**src/rtl/traffic_phase_ctrl.sv**
```systemverilog
// Phase-sequencing FSM of the traffic controller: loads the Timer, waits for a qualified expiry, drives lamps.
// Optional pedestrian phase (walk_pending latch, WALK state, walk_lamp) is compiled in with `define WALK_EN.
module traffic_phase_ctrl #(
  parameter logic [3:0] T_BASE = 4'd6,
  parameter logic [3:0] T_EXT  = 4'd3,
  parameter logic [3:0] T_YEL  = 4'd2,
  parameter logic [3:0] T_RED  = 4'd1,
  parameter logic [3:0] T_WALK = 4'd4
) (
  input  logic       clk,
  input  logic       sys_reset,
  input  logic       sensor,
  input  logic       walk_req,
  input  logic       expired,
  output logic       start_timer,
  output logic [3:0] input_value,
  output logic [2:0] main_lights,
  output logic [2:0] side_lights,
  output logic       walk_lamp,
  output logic [2:0] phase
);

  typedef enum logic [2:0] {
    MAIN_GRN = 3'd0,
    MAIN_YEL = 3'd1,
    ALL_RED1 = 3'd2,
    SIDE_GRN = 3'd3,
    SIDE_YEL = 3'd4,
    ALL_RED2 = 3'd5,
    WALK     = 3'd6
  } state_t;

  localparam logic [2:0] LAMP_R = 3'b100;
  localparam logic [2:0] LAMP_Y = 3'b010;
  localparam logic [2:0] LAMP_G = 3'b001;

  state_t     state, state_nx;
  logic       load_due;      // entry load still owed for the reset state
  logic [1:0] age;           // cycles since the last load, saturating at 2
  logic       ext_used, ext_used_nx;
  logic       walk_pending;
  logic       qualified;
  logic       start_nx;
  logic [3:0] value_nx;

  function automatic logic [3:0] entry_load(input state_t s);
    case (s)
      MAIN_GRN, SIDE_GRN: entry_load = T_BASE;
      MAIN_YEL, SIDE_YEL: entry_load = T_YEL;
      WALK:               entry_load = T_WALK;
      default:            entry_load = T_RED;
    endcase
  endfunction

  function automatic logic [2:0] main_of(input state_t s);
    case (s)
      MAIN_GRN: main_of = LAMP_G;
      MAIN_YEL: main_of = LAMP_Y;
      default:  main_of = LAMP_R;
    endcase
  endfunction

  function automatic logic [2:0] side_of(input state_t s);
    case (s)
      SIDE_GRN: side_of = LAMP_G;
      SIDE_YEL: side_of = LAMP_Y;
      default:  side_of = LAMP_R;
    endcase
  endfunction

  // The Timer may still show the previous expiry during the load cycle and the one after it.
  assign qualified = !load_due && (age == 2'd2) && expired;

  // NOTE: every signal gets a default before any branch so no path leaves it unassigned (no latches).
  always_comb begin
    state_nx    = state;
    ext_used_nx = ext_used;
    start_nx    = 1'b0;
    value_nx    = input_value;
    if (load_due) begin
      start_nx = 1'b1;
      value_nx = entry_load(state);
    end else if (qualified) begin
      start_nx = 1'b1;
      case (state)
        MAIN_GRN: if (sensor || walk_pending) state_nx = MAIN_YEL;
        MAIN_YEL: state_nx = ALL_RED1;
        ALL_RED1: state_nx = walk_pending ? WALK : SIDE_GRN;
        SIDE_GRN: begin
          if (sensor && !ext_used) ext_used_nx = 1'b1;
          else                     state_nx    = SIDE_YEL;
        end
        SIDE_YEL: state_nx = ALL_RED2;
        ALL_RED2: state_nx = MAIN_GRN;
`ifdef WALK_EN
        WALK:     state_nx = sensor ? SIDE_GRN : ALL_RED2;
`endif
        default:  state_nx = ALL_RED2;
      endcase
      if (state == SIDE_GRN && state_nx == SIDE_GRN) begin
        value_nx = T_EXT;
      end else begin
        value_nx = entry_load(state_nx);
        if (state_nx == SIDE_GRN) ext_used_nx = 1'b0;
      end
    end
  end

  // NOTE: sequential state uses non-blocking assignments so all registers update from pre-edge values.
  always_ff @(posedge clk) begin
    if (sys_reset) begin
      state       <= ALL_RED2;
      load_due    <= 1'b1;
      age         <= 2'd0;
      ext_used    <= 1'b0;
      start_timer <= 1'b0;
      input_value <= 4'd0;
      main_lights <= LAMP_R;
      side_lights <= LAMP_R;
    end else begin
      state       <= state_nx;
      load_due    <= 1'b0;
      ext_used    <= ext_used_nx;
      start_timer <= start_nx;
      input_value <= value_nx;
      main_lights <= main_of(state_nx);
      side_lights <= side_of(state_nx);
      if (start_nx)            age <= 2'd0;
      else if (age != 2'd2)    age <= age + 2'd1;
    end
  end

`ifdef WALK_EN
  // A request arriving in the first WALK cycle is absorbed by the clear.
  always_ff @(posedge clk) begin
    if (sys_reset) begin
      walk_pending <= 1'b0;
      walk_lamp    <= 1'b0;
    end else begin
      if (state == WALK && start_timer) walk_pending <= 1'b0;
      else if (walk_req)                walk_pending <= 1'b1;
      walk_lamp <= (state_nx == WALK);
    end
  end
`else
  logic unused_walk_req;
  assign unused_walk_req = walk_req;
  assign walk_pending    = 1'b0;
  assign walk_lamp       = 1'b0;
`endif

  assign phase = state;

endmodule
```
**config.mk**
```make
export PLATFORM = sky130hd
export DESIGN_NAME = traffic_phase_ctrl
export DESIGN_NICKNAME = d
export VERILOG_FILES = /design/src/rtl/traffic_phase_ctrl.sv
export SDC_FILE = /design/constraint.sdc
export NUM_CORES = 1
export LEC_CHECK = 0
export ABC_CLOCK_PERIOD_IN_PS = 1900
export CORE_MARGIN = 2
export CORE_UTILIZATION = 35
export CTS_BUF_LIST = sky130_fd_sc_hd__clkbuf_4
export CTS_CLUSTER_SIZE = 40
export DETAILED_ROUTE_END_ITERATION = 12
export PLACE_DENSITY = 0.62
export SYNTH_ARGS = -nofsm -noshare
export SYNTH_HDL_FRONTEND = slang
export SYNTH_SLANG_ARGS = --single-unit
```
**constraint.sdc**
```tcl
create_clock -name clk -period 1.9 [get_ports clk]
set_input_delay 0.19 -clock clk [delete_from_list [all_inputs] [get_ports clk]]
set_output_delay 0.19 -clock clk [all_outputs]
set_load 0.03 [all_outputs]
```
=== Word level (Yosys, flattened, before mapping) ===
Cells that the tools add are included.

* Logic and storage cells: 62
* Register bits after elaboration: 18
* Input port bits: 5
* Output and inout bits: 15

* Equal/unequal tests: 15
* Add/sub/neg operators: 1
* Multiplexer cells: 21
* Reduce and logical (&&, ||, !) cells: 16
* Bitwise operators: 1

{| class="wikitable"
|+ Operator list
! cell !! number
|-
| two-way mux 3 bit || 7
|-
| == test 3 bit, second input constant || 6
|-
| one-hot mux 3 bit (3 select lines) || 2
|-
| one-hot mux 3 bit (5 select lines) || 1
|-
| == test 3 x 2 -> 1 bit, second input constant || 4
|-
| one-hot mux 3 bit (2 select lines) || 2
|-
| OR reduction 2 bit || 5
|-
| == test 3 x 1 -> 1 bit, second input constant || 3
|-
| zero test 3 bit || 3
|-
| two-way mux 4 bit || 2
|-
| two-way mux 1 bit || 7
|-
| logical AND 1 bit || 4
|-
| adder 2 x 1 -> 2 bit, second input constant || 1
|-
| == test 2 bit, second input constant || 1
|-
| zero test 1 bit || 2
|-
| inequality test 2 bit, second input constant || 1
|-
| AND reduction 2 bit || 1
|-
| nonzero test 2 bit || 1
|-
| NOT 1 bit || 1
|}

=== Depth between registers and ports, before layout ===
Gate-level depths: netlist of the first run.

* Word-level depth: 12
* Gate-level depth with buffers: 8
* Depth with buffers taken out: 7

=== Worst setup path before layout of the first run ===
Ideal clock, no wire load.

* Kind: register to register
* Start point: register state[0] (netlist: phase[0])
* End point: register input_value[1]
* Cell stages (with the launch flop): 6
* Data required time: 1.830 ns
* Period minus slack after synthesis: 1.499 ns
* Slack: 0.401 ns
* Buffers on the path: 1
* Arrival: 1.428 ns
* Library setup time: 0.070 ns
* Path through: dfxtp_1 buf_6 inv_2 a211o_1 a221o_1 a21oi_1

* Longest elaborated chain between the ends: 10
* Elaborated cells between the ends (all ways): 27
* Those cells by class: eq/ne (10); mux (10); reduce/logical (7)

{| class="wikitable"
|+ Ends and longest elaborated chain
! what !! line !! RTL
|-
| from (decl) || 37 || <nowiki>state_t state, state_nx;</nowiki>
|-
| from (signal assigned) || 121 || <nowiki>state <= state_nx;</nowiki>
|-
| == test 3 bit, or another cell as far along || 85 || <nowiki>case (state)</nowiki>
|-
| one-hot mux 3 bit (5 select lines) || 85 ||
|-
| two-way mux 3 bit || 83 || <nowiki>end else if (qualified) begin</nowiki>
|-
| two-way mux 3 bit || 80 || <nowiki>if (load_due) begin</nowiki>
|-
| == test 3 x 1 -> 1 bit, or another cell as far along || 47 || <nowiki>case (s)</nowiki>
|-
| OR reduction 2 bit || 47 ||
|-
| one-hot mux 3 bit (3 select lines) || 47 ||
|-
| two-way mux 3 bit || 100 || <nowiki>if (state == SIDE_GRN && state_nx == SIDE_GRN) begin</nowiki>
|-
| two-way mux 4 bit || 83 ||
|-
| two-way mux 4 bit (*) || 80 ||
|-
| to (signal assigned) || 125 || <nowiki>input_value <= value_nx;</nowiki>
|-
| to (decl) || 16 || <nowiki>output logic [3:0] input_value,</nowiki>
|}

Mark *: on every way between the ends. The rest lies on a longest branch, timed or not. The select of a mux whose other input is x is not followed.
A chain may end at the register's enable or synchronous reset.

=== Worst setup path after layout of the first run ===
* Start point: register state[0] (netlist: phase[0])
* End point: output port phase[0]

{| class="wikitable"
|+ RTL lines
! what !! line !! RTL
|-
| to (decl) || 20 || <nowiki>output logic [2:0] phase</nowiki>
|}

No word-level cell between the ends.

==> metrics, run 1 <==
status=completed; final period utilization=89.6%; largest net degree at the start of global routing=14; CP peak stage delay=0.73 ns; post-route minimum period=1.70 ns; Crit Path Max Fanout=11; met2 Track Usage GR=22.7%; RSZ-0062 raised after global routing=false; Total Wirelength=1.55 mm; final routed DRC violation total=0; switching share of power=27.2%; CTS root buf=clkbuf_4; Hold Startpoint=input_value[1]; Clock Skews=0.0181 ns; DRT iter0 DRCs=11; GR peak layer=met2; CTS Hold Bufs=0; GR Util met3=6.00%; CP startpoint kind=flop; P_sw=0.181 mW; WHS Path Cells=2; # rows=17; first-pass GRT wire length=2.64 mm; Routed WL per cell=11.6 um; die footprint=2740 um2; max-cap violations=0; Pleak=0.407 nW; Clock Power Share=30.3%; CP cell instances=clkdlybuf4s50_1; slowest CP cell=clkdlybuf4s50_1; GP Congestion=0.851; crit path DAT=1.51 ns; final hold violations=0; R2R Path Start=age[0]; Adder-Cell Fraction of Synth Area=1.53%; clock latency on the worst-skew pair=0.30 ns; vias in the first global route=626; Peak VDD IR=0.000345 V; CTS tree=yes; ranking of synthesized cells by area=dfxtp_1 42%, nor2_1 6.0%, a21oi_1 4.3%, o311ai_0 3.2%, nand4b_4 2.9%; remaining antenna violation count=0; layout cell share with drive strength beyond 1=13.2%; clock-pin slew of the registers on the worst-case setup and hold paths=0.11 ns; leading area contributor after synthesis=dfxtp_1; initial antenna violation count=0; Hold Path Class=reg2reg; XOR/XNOR share of the synthesized area=2.14%; Layout Nets=113; Die X=52.3 um; mapped cell area=817 um2; IO Pins=20; H-tree lvl count=1; FF-to-FF End=phase[2]; Post-Route Setup TNS=0 ns; via count=654; M1 GR Usage=14.9%; Total GRT Usage=13.2%; Synthesis Warnings=0; Main synth FF type=dfxtp_1; Setup crit end kind=output port; IO buf count=16; Post-Synth Simple-Gate Area=25.9%; Pint=0.485 mW; FMAX=0.587 GHz; cell count of the worst reg-to-reg path=5; Seq cells post-synth=17; vias per std cell=4.88; asr flop ratio synth=0%; hold path endpoint=input_value[1]; Bufs and invs on worst path=1; Final Setup Violations=0; number of library cell types mapped by synthesis=39; CP Data Required Time=1.71 ns; sequential share of power=56.5%; Synth Area in Compound Gates=18.4%; DP Wirelength=1.16 mm; Die Height=52.3 um; Initial Util=36.9%; post-synthesis sequential area ratio=41.7%; cts bufs inserted=3; DR pass1 iterations=4; Crit path max-delay family=buffers and inverters; post-layout worst setup margin=0.198 ns; Comb pwr share=13.2%; grt ovf=0; reg2reg setup slack=0.32 ns; syn avg cell area=8.98 um2; Antenna diodes=0; PwrDens=665 nW/um2; Clock Tree Buf Depth=2; pre-CTS setup slack=0.214 ns; Core Footprint=2210 um2; Layout area overhead=22.5%; CTS sink cnt=17; largest family of logic cells by synthesized area=simple AND/OR/NAND/NOR gates; Pins Over Slew Limit=0; EDFF count, synth=0; area fraction of the dominant cell type after synthesis=41.7%; critical path type=reg2out; Cells after Synth=91; mux cell area share after synthesis=0%
-- stage by stage --
stage,instances,instance area [um2],hold WS [ns],util [%],power (mW)
after global placement,130,968,0.439,43.8,0.471
after floorplan,92,821,0.218,-,0.446
after detailed placement,130,968,0.448,43.8,0.473
final,134,1000,0.459,45.2,0.666
after global routing,134,1000,0.478,45.2,0.700
after CTS,134,998,0.462,45.1,0.671
-- routing by layer --
layer,wire [um],vias up
li1,-,342
met2,755,15
met1,703,295
met5,0,-
met3,81,2
met4,10,0
-- sequential cells by signal, summed over array words and instances (netlist names) --
register / cells
start_timer: 1
load_due: 1
side_lights: 3
main_lights: 3
ext_used: 1
phase: 3
age: 2
input_value: 3
-- layout by cell type, fill, tap and decap left out, types with 3 or more instances in the layout --
cell             Yosys  layout
a21oi_1              7       7
clkbuf_4             0       3
clkdlybuf4s50_1      0      16
dfxtp_1             17      15
inv_1                4       4
nand2_1              5       5
nor2_1              13      13
nor3_1               3       3
o311ai_0             3       3
-- how the worst max path moves through the flow --
stage	startpoint	end	slack, ns	cells after the start
finish	phase[0]	phase[0]	0.20	1
global route	phase[0]	phase[0]	0.12	1
CTS	phase[0]	phase[0]	0.02	1
detailed placement	expired	main_lights[1]	0.21	5
global placement	expired	side_lights[2]	0.21	6
floorplan	phase[0]	input_value[1]	0.40	5
-- cells by family (layout without fill, tap and decap cells) --
family / after synthesis / count (layout)
AND/OR/NAND/NOR: 35 / 35
other: 1 / 2
adder cells (fa/ha/maj): 1 / 1
flip-flops: 17 / 17
AO/OA/AOI/OAI: 22 / 22
XOR/XNOR: 2 / 2
buffers and inverters: 13 / 27
-- cell type report --
cell class                      instances  area (um2)
Clock buffer                            3        22.5
Clock inverter                          1        7.51
Fill cell                             238        1210
Inverter                                5        18.8
Multi-Input combinational cell         62         399
Sequential cell                        17         343
Tap cell                               28        35.0
Timing Repair Buffer                   18         175
-- what timing repair did --
item / 4_1_cts / 5_1_grt
setup endpoints to repair: 0 / 2
resized for setup: 0 / 2
setup buffers: 0 / 0
-- synthesized netlist by cell type, drive strengths merged (3+ instances only) --
cell type / number
nand2: 5
nand2b: 3
nor3: 3
dfxtp: 17
o311ai: 3
a21oi: 7
buf: 6
nor2: 13
inv: 5
-- power groups by stage --
| stage | logic, mW | clock network (mW) | registers (mW) |
|---|---|---|---|
| after CTS | 0.0891 | 0.206 | 0.376 |
| after detailed placement | 0.0886 | 0 | 0.384 |
| final | 0.0882 | 0.202 | 0.376 |
| after global placement | 0.0873 | 0 | 0.384 |
| after global routing | 0.0963 | 0.226 | 0.378 |
| after floorplan | 0.0512 | 0 | 0.395 |
(Power assumes the default switching activity.)
==> run 2, diff against run 1 <==
--- a/config.mk
+++ b/config.mk
@@ -6,6 +6,7 @@
 export NUM_CORES = 1
 export LEC_CHECK = 0
 export ABC_CLOCK_PERIOD_IN_PS = 1900
+export CAP_MARGIN = 15
 export CORE_MARGIN = 2
 export CORE_UTILIZATION = 35
 export CTS_BUF_LIST = sky130_fd_sc_hd__clkbuf_4
==> results of run 2 <==
Same layout as run 1: the final DEF is identical, and so are final timing and power.
